`src/rtl/csel_pkg.sv`:
```
// ============================================================================
// Module   : csel_pkg
// Purpose  : Shared constants and payload types for the carry-select subtractor.
// Revision : 1.0 - initial release
// ============================================================================
`default_nettype none

package csel_pkg;

  localparam int CSEL_WIDTH         = 32;
  localparam int CSEL_BLOCK         = 8;
  localparam int CSEL_SEL_PER_STAGE = 2;
  localparam int CSEL_NBLK          = CSEL_WIDTH / CSEL_BLOCK;

  // Once a block is resolved its chosen sum lives in sum0; sum1/c0/c1 go stale.
  typedef struct packed {
    logic [CSEL_BLOCK-1:0] sum0;
    logic                  c0;
    logic [CSEL_BLOCK-1:0] sum1;
    logic                  c1;
  } cand_t;

  typedef struct packed {
    cand_t [CSEL_NBLK-1:0] blk;
    logic                  carry;  // carry into the first unresolved block
    logic                  a_msb;
    logic                  b_msb;  // original (uninverted) subtrahend MSB
    logic                  sub;    // 1 = subtract, 0 = add
  } payload_t;

endpackage

`default_nettype wire

```
`src/rtl/csel_sub_pipe_if.sv`:
```
// ============================================================================
// Module   : csel_sub_pipe_if
// Purpose  : Valid/ready operand and result bus; CSEL_SUB_ADD_OP_EN adds op.
// Revision : 1.0 - initial release
// ============================================================================
`default_nettype none

interface csel_sub_pipe_if #(
  parameter int WIDTH = 32
);
  logic             in_valid;
  logic             in_ready;
  logic [WIDTH-1:0] a;
  logic [WIDTH-1:0] b;
  logic             borrow_in;
`ifdef CSEL_SUB_ADD_OP_EN
  logic             op;
`endif
  logic             out_valid;
  logic             out_ready;
  logic [WIDTH-1:0] diff;
  logic             borrow_out;
  logic             overflow;

`ifdef CSEL_SUB_ADD_OP_EN
  modport slave (
    input  in_valid, a, b, borrow_in, op, out_ready,
    output in_ready, out_valid, diff, borrow_out, overflow
  );
  modport master (
    output in_valid, a, b, borrow_in, op, out_ready,
    input  in_ready, out_valid, diff, borrow_out, overflow
  );
`else
  modport slave (
    input  in_valid, a, b, borrow_in, out_ready,
    output in_ready, out_valid, diff, borrow_out, overflow
  );
  modport master (
    output in_valid, a, b, borrow_in, out_ready,
    input  in_ready, out_valid, diff, borrow_out, overflow
  );
`endif

endinterface

`default_nettype wire

```
`src/rtl/csel_block.sv`:
```
// ============================================================================
// Module   : csel_block
// Purpose  : BLOCK-wide adder producing both carry-in=0 and carry-in=1 results.
// Revision : 1.0 - initial release
// ============================================================================
`default_nettype none

module csel_block #(
  parameter int BLOCK = 8
) (
  input  logic [BLOCK-1:0] a,
  input  logic [BLOCK-1:0] b,
  output logic [BLOCK-1:0] sum0,
  output logic             c0,
  output logic [BLOCK-1:0] sum1,
  output logic             c1
);

  assign {c0, sum0} = {1'b0, a} + {1'b0, b};
  assign {c1, sum1} = {1'b0, a} + {1'b0, b} + (BLOCK+1)'(1);

endmodule

`default_nettype wire

```
`src/rtl/csel_sub_pipe.sv`:
```
// ============================================================================
// Module   : csel_sub_pipe
// Purpose  : Pipelined carry-select a - b - borrow_in (a + ~b + ~borrow_in).
//            Define CSEL_SUB_ADD_OP_EN to add an op input selecting add/sub.
// Revision : 1.0 - initial release
// ============================================================================
`default_nettype none

module csel_sub_pipe
  import csel_pkg::*;
#(
  parameter int WIDTH         = CSEL_WIDTH,
  parameter int BLOCK         = CSEL_BLOCK,
  parameter int SEL_PER_STAGE = CSEL_SEL_PER_STAGE
) (
  input  logic           clk,
  input  logic           rst,
  csel_sub_pipe_if.slave bus
);

  localparam int NBLK = WIDTH / BLOCK;
  localparam int R    = NBLK / SEL_PER_STAGE;

  logic                  sub_op;
  logic [WIDTH-1:0]      b_eff;
  cand_t [NBLK-1:0]      cand_in;
  payload_t              in_payload;
  payload_t              stage_d [R+1];
  payload_t              stage_q [R+1];
  logic [R:0]            vld_d;
  logic [R:0]            vld_q;
  logic                  adv;
  payload_t              sel_p;
  logic                  sel_c;
  logic [WIDTH-1:0]      res_diff;

`ifdef CSEL_SUB_ADD_OP_EN
  assign sub_op = bus.op;
`else
  assign sub_op = 1'b1;
`endif

  assign b_eff = sub_op ? ~bus.b : bus.b;

  generate
    for (genvar k = 0; k < NBLK; k++) begin : g_blk
      csel_block #(.BLOCK(BLOCK)) u_blk (
        .a    (bus.a[k*BLOCK +: BLOCK]),
        .b    (b_eff[k*BLOCK +: BLOCK]),
        .sum0 (cand_in[k].sum0),
        .c0   (cand_in[k].c0),
        .sum1 (cand_in[k].sum1),
        .c1   (cand_in[k].c1)
      );
    end
  endgenerate

  always_comb begin
    in_payload       = '0;
    in_payload.blk   = cand_in;
    in_payload.carry = sub_op ? ~bus.borrow_in : bus.borrow_in;
    in_payload.a_msb = bus.a[WIDTH-1];
    in_payload.b_msb = bus.b[WIDTH-1];
    in_payload.sub   = sub_op;
  end

  // Single global enable: the whole pipe shifts or the whole pipe holds.
  assign adv          = ~vld_q[R] | bus.out_ready;
  assign bus.in_ready = adv;

  always_comb begin
    vld_d   = vld_q;
    stage_d = stage_q;
    sel_p   = '0;
    sel_c   = 1'b0;
    if (adv) begin
      vld_d      = {vld_q[R-1:0], bus.in_valid};
      stage_d[0] = in_payload;
      for (int j = 1; j <= R; j++) begin
        sel_p = stage_q[j-1];
        sel_c = sel_p.carry;
        for (int s = 0; s < SEL_PER_STAGE; s++) begin
          if (sel_c) begin
            sel_p.blk[(j-1)*SEL_PER_STAGE+s].sum0 = sel_p.blk[(j-1)*SEL_PER_STAGE+s].sum1;
            sel_c = sel_p.blk[(j-1)*SEL_PER_STAGE+s].c1;
          end else begin
            sel_c = sel_p.blk[(j-1)*SEL_PER_STAGE+s].c0;
          end
        end
        sel_p.carry = sel_c;
        stage_d[j]  = sel_p;
      end
    end
  end

  always_ff @(posedge clk) begin
    if (rst) begin
      vld_q <= '0;
    end else begin
      vld_q <= vld_d;
    end
    stage_q <= stage_d;
  end

  always_comb begin
    res_diff = '0;
    for (int k = 0; k < NBLK; k++) begin
      res_diff[k*BLOCK +: BLOCK] = stage_q[R].blk[k].sum0;
    end
  end

  // Subtract reports borrow (inverted carry); add reports the raw carry.
  assign bus.out_valid  = vld_q[R];
  assign bus.diff       = vld_q[R] ? res_diff : '0;
  assign bus.borrow_out = vld_q[R] & (stage_q[R].sub ^ stage_q[R].carry);
  assign bus.overflow   = vld_q[R]
                        & ~(stage_q[R].a_msb ^ stage_q[R].b_msb ^ stage_q[R].sub)
                        & (res_diff[WIDTH-1] ^ stage_q[R].a_msb);

endmodule

`default_nettype wire

```
`src/flat_wrapper.sv`:
```
// flat-port wrapper written by rule: the top's interface ports become plain ports
module csel_sub_pipe_flat import csel_pkg::*;
#(
  parameter int WIDTH         = CSEL_WIDTH,
  parameter int BLOCK         = CSEL_BLOCK,
  parameter int SEL_PER_STAGE = CSEL_SEL_PER_STAGE
)
  (clk, rst, bus_in_valid, bus_a, bus_b, bus_borrow_in, bus_out_ready, bus_in_ready, bus_out_valid, bus_diff, bus_borrow_out, bus_overflow);
  csel_sub_pipe_if #(.WIDTH(WIDTH)) bus_i ();
  input  logic clk;
  input  logic rst;
  input wire logic [$bits(bus_i.in_valid)-1:0] bus_in_valid;
  input wire logic [$bits(bus_i.a)-1:0] bus_a;
  input wire logic [$bits(bus_i.b)-1:0] bus_b;
  input wire logic [$bits(bus_i.borrow_in)-1:0] bus_borrow_in;
  input wire logic [$bits(bus_i.out_ready)-1:0] bus_out_ready;
  output wire logic [$bits(bus_i.in_ready)-1:0] bus_in_ready;
  output wire logic [$bits(bus_i.out_valid)-1:0] bus_out_valid;
  output wire logic [$bits(bus_i.diff)-1:0] bus_diff;
  output wire logic [$bits(bus_i.borrow_out)-1:0] bus_borrow_out;
  output wire logic [$bits(bus_i.overflow)-1:0] bus_overflow;
  assign bus_i.in_valid = bus_in_valid;
  assign bus_i.a = bus_a;
  assign bus_i.b = bus_b;
  assign bus_i.borrow_in = bus_borrow_in;
  assign bus_i.out_ready = bus_out_ready;
  assign bus_in_ready = bus_i.in_ready;
  assign bus_out_valid = bus_i.out_valid;
  assign bus_diff = bus_i.diff;
  assign bus_borrow_out = bus_i.borrow_out;
  assign bus_overflow = bus_i.overflow;
  csel_sub_pipe #(.WIDTH(WIDTH), .BLOCK(BLOCK), .SEL_PER_STAGE(SEL_PER_STAGE)) u_core (.clk(clk), .rst(rst), .bus(bus_i));
endmodule
```
`config.mk`:
```
export PLATFORM = sky130hd
export DESIGN_NAME = csel_sub_pipe_flat
export DESIGN_NICKNAME = d
export VERILOG_FILES = /design/src/rtl/csel_pkg.sv /design/src/rtl/csel_sub_pipe_if.sv /design/src/rtl/csel_block.sv /design/src/rtl/csel_sub_pipe.sv /design/src/flat_wrapper.sv
export SDC_FILE = /design/constraint.sdc
export NUM_CORES = 1
export LEC_CHECK = 0
export CORE_ASPECT_RATIO = 1.25
export CORE_MARGIN = 5
export CORE_UTILIZATION = 40
export DETAILED_ROUTE_END_ITERATION = 12
export GPL_ROUTABILITY_DRIVEN = 1
export PLACE_DENSITY_LB_ADDON = 0.25
export SKIP_CTS_REPAIR_TIMING = 1
export SYNTH_ARGS = -nofsm -noshare
export SYNTH_HDL_FRONTEND = slang
export SYNTH_HIERARCHICAL = 1
export SYNTH_SLANG_ARGS = --single-unit
```
`constraint.sdc`:
```
create_clock -name clk -period 8.6 [get_ports clk]
set_input_delay 2.15 -clock clk [delete_from_list [all_inputs] [get_ports clk]]
set_output_delay 2.15 -clock clk [all_outputs]
set_load 0.02 [all_outputs]
```
Word level (Yosys, flattened, before mapping)
Cells that the tools add are included.
{"block": "word_totals", "regBits": 168, "word_cells": 69}
{"block": "op_classes", "add_sub_neg": 8, "n_mux": 11, "n_bitwise": 10}
{"cell": "adder 8 x 8 -> 9 bit", "count": 4}
{"cell": "adder 9 x 1 -> 9 bit (second input constant)", "count": 4}
{"cell": "2-to-1 mux 32 bit", "count": 1}
{"cell": "2-to-1 mux 8 bit", "count": 4}
{"cell": "inverter 32 bit", "count": 1}
{"cell": "2-to-1 mux 1 bit", "count": 6}
{"cell": "bitwise AND 1 bit", "count": 3}
{"cell": "inverter 1 bit", "count": 3}
{"cell": "bitwise XOR 1 bit", "count": 2}
{"cell": "bitwise OR 1 bit", "count": 1}

Logic depth before layout (Yosys ltp)
{"block": "depth", "depth_word": 4, "mapped_depth": 10, "mapped_depth_nobuf": 10}

By module
Netlist, hierarchy kept.
{"mod": "csel_sub_pipe", "n_inst": 1, "cells_each": 286, "area_each_um2": 5871.9, "seq_area_each_um2": 5014.8}
{"mod": "csel_block (u_core.g_blk[0].u_blk ...)", "n_inst": 3, "cells_each": 56, "area_each_um2": 441.7, "seq_area_each_um2": 0.0}
{"mod": "csel_block (u_core.g_blk[1].u_blk)", "n_inst": 1, "cells_each": 56, "area_each_um2": 446.7, "seq_area_each_um2": 0.0}

Worst setup path after synthesis
No wires, ideal clock.
{"block": "synth_path", "path_kind": "input to output", "startpoint": "in bus_out_ready", "endpoint": "out bus_in_ready", "arrival_time_ns": 6.342, "t_required_ns": 6.450, "setup_slack_ns": 0.108, "stages": 1, "cell_sequence": "nand2b_1"}
{"block": "synth_via", "elab_chain_len": 1}
{"element": "start: declaration", "line": "flat_wrapper.sv:16", "rtl": "input wire logic [$bits(bus_i.out_ready)-1:0] bus_out_ready;"}
{"element": "bitwise OR 1 bit", "line": "csel_sub_pipe.sv:68", "rtl": "assign adv = ~vld_q[R] | bus.out_ready;"}
{"element": "end: declaration", "line": "flat_wrapper.sv:17", "rtl": "output wire logic [$bits(bus_i.in_ready)-1:0] bus_in_ready;"}
Every way passes these cells.

Final worst setup path
Same ends and word-level chain as after synthesis.

==> run metrics <==
outcome finished, final reports clean; vias per std cell 4.75; vias 4157; kind of critical path in2out; vias in the first global route 4378; Final Total Pwr 2.27 mW; Async S/R FF share, synth 0%; RSZ-0062 raised after global routing false; Leakage Power 3.83 nW; slowest stage cell, crit path clkdlybuf4s50_1; fin. max-slew vios 0; Clk Latency, worst-skew pair 420 ps; Fin. Hold Viols 0; PwrDens 237 mW/mm^2; placed wire-length estimate 9030 um; clk_skew 9.64 ps; worst min path class reg2reg; Root Driver clkbuf_16; Die H 165 um; worst path required time 6450 ps; Post-Route M1 WL 4720 um; Layout area overhead 25.6%; Rows 56; Antenna Cells 0; Ys Warns 6; Syn Inst Count 510; drt pass-1 iters 6; peak supply drop 135 uV; Setup crit end kind primary output; total gr overflow 0; crit-path max FO 2; Finished Core Util 51.1%; Total Wirelength 12500 um; crit path from bus_out_ready; Post-Syn Area 0.00764 mm^2; most common cell after layout, fill and taps aside edfxtp_1; met3 WL 523 um; CTS clk-pin slew, worst paths 60 ps; count of different cell masters after synthesis 36; Final setup viols 0; Max-Cap Viols 0; Sink Count 168; hold_sp u_core/stage_q[200]; starting density of the core 40.7%; reg2reg start u_core/vld_q[2]; FMAX 0.182 GHz; CP Cell Sequence clkdlybuf4s50_1 > nand2b_4 > clkdlybuf4s50_1; Hold Crit Depth 0; die width 134 um; syn avg cell area 15.0 um^2; register area share after synthesis 65.6%; nets@finish 739; I/O pin cnt 105; CTS tree yes; H-tree depth 4; first-pass GRT wire length 20300 um; setup total negative slack 0 ps; critical path startpoint category input pin; final period utilization 64.0%; critical path arrival 3350 ps; die area 0.0220 mm^2; Yosys reg bits 168; ys flop type edfxtp_1; Core ar. 0.0188 mm^2; CTS max path bufs 2; Placer Congestion 0.783; DR DRC count 0; most frequent cells in the layout edfxtp_1, clkdlybuf4s50_1, inv_1; largest net degree at the start of global routing 86; Total GRT Usage 11.7%; Routed met2 length 7110 um; antenna violations before repair 0; DR top layer met4; number of enable flip-flop cells after synthesis 165; WL/cell 14.3 um; slew margin rel. 23.6%; Least-Margin Pin Slew 1140 ps; critical path's largest stage delay 630 ps; share of layout cells above drive strength 1 13.5%; I/O Buffers 104; Crit path top cell by count clkdlybuf4s50_1; R2R depth 3; Syn Nets 619; Post-DRT Antenna Nets 0; Final min period 5500 ps; Initial DRC Count 183; total CTS buffers 17
==> area by class of cell <==
class | instances | area [um^2]
Clock buffer | 22 | 464
Clock inverter | 10 | 170
Fill cell | 1568 | 9180
Inverter | 62 | 233
Multi-Input combinational cell | 275 | 2370
Sequential cell | 168 | 5010
Tap cell | 232 | 290
Timing Repair Buffer | 106 | 1060
==> worst paths after layout <==
| kind | endpoint | slack, ps |
|---|---|---|
| max | bus_in_ready | 3100 |
| min | u_core/stage_q[124] | 410 |
| max reg2reg | u_core/stage_q[225] | 5490 |
| min reg2reg | u_core/stage_q[124] | 410 |
==> metrics by stage <==
step | setup WS, ps | std cells | hold WS (ps) | area, um^2
after floorplan | 108 | 510 | 400 | 7640
after global routing | 3060 | 875 | 411 | 9600
after global placement | 3080 | 843 | 401 | 8960
final | 3100 | 875 | 412 | 9600
after CTS | 3090 | 875 | 413 | 9600
after detailed placement | 3090 | 843 | 405 | 8960
==> routing by layer <==
metal,global-route usage [%],up-vias
met5,0,-
met4,4.49,0
met3,3.05,13
met2,22.9,77
met1,11.7,1983
li1,-,2084
==> where the power goes <==
part	switching, mW	total [mW]	internal (mW)
Sequential	0.0511	1.18	1.13
Combinational	0.139	0.297	0.157
Clock	0.292	0.796	0.503
Total	0.483	2.27	1.79
==> sequential cells by signal (all words and copies together), names as in the netlist <==
| signal | count |
|---|---|
| u_core/vld_q | 3 |
| u_core/stage_q | 133 |
| u_core/res_diff | 32 |
==> critical path: cells and delay by family <==
family | cells | cell delay (ps)
buffers and inverters | 2 | 1090
AND/OR/NAND/NOR | 1 | 120
==> synth_stat cells (2+ instances only) <==
master	n	area share (%)
and2_1	32	2.6
o211ai_1	4	0.39
dfxtp_1	3	0.79
o21bai_2	4	0.59
fa_1	4	1.0
nand4_1	4	0.33
and3_2	6	0.59
o21ai_0	8	0.52
o31a_1	4	0.46
xor2_1	16	1.8
edfxtp_1	165	65
o21a_1	4	0.39
nor2_1	7	0.34
or2_2	4	0.33
nand2b_1	9	0.74
a21oi_1	17	1.1
inv_1	62	3.0
a211oi_1	4	0.39
ha_1	36	5.9
clkbuf_1	3	0.15
nand3_1	4	0.26
mux2_2	34	5.0
and3_1	6	0.49
o22ai_1	4	0.33
buf_6	2	0.29
mux2i_1	2	0.26
xnor2_1	31	3.6
a211oi_2	4	0.65
a21o_1	8	0.79
and4_1	4	0.46
nand2_1	9	0.44
mux2i_4	2	0.59
==> cell families after synthesis <==
kind of cell | synth area share, %
DFF | 65.6
buffers and inverters | 3.49
and+or+nand+nor | 6.78
adders and majority gates | 6.94
AOI/OAI and AO/OA | 5.73
xor gates and xnor gates | 5.60
muxes | 5.86
No activity file was read; power rests on OpenSTA's default activity.
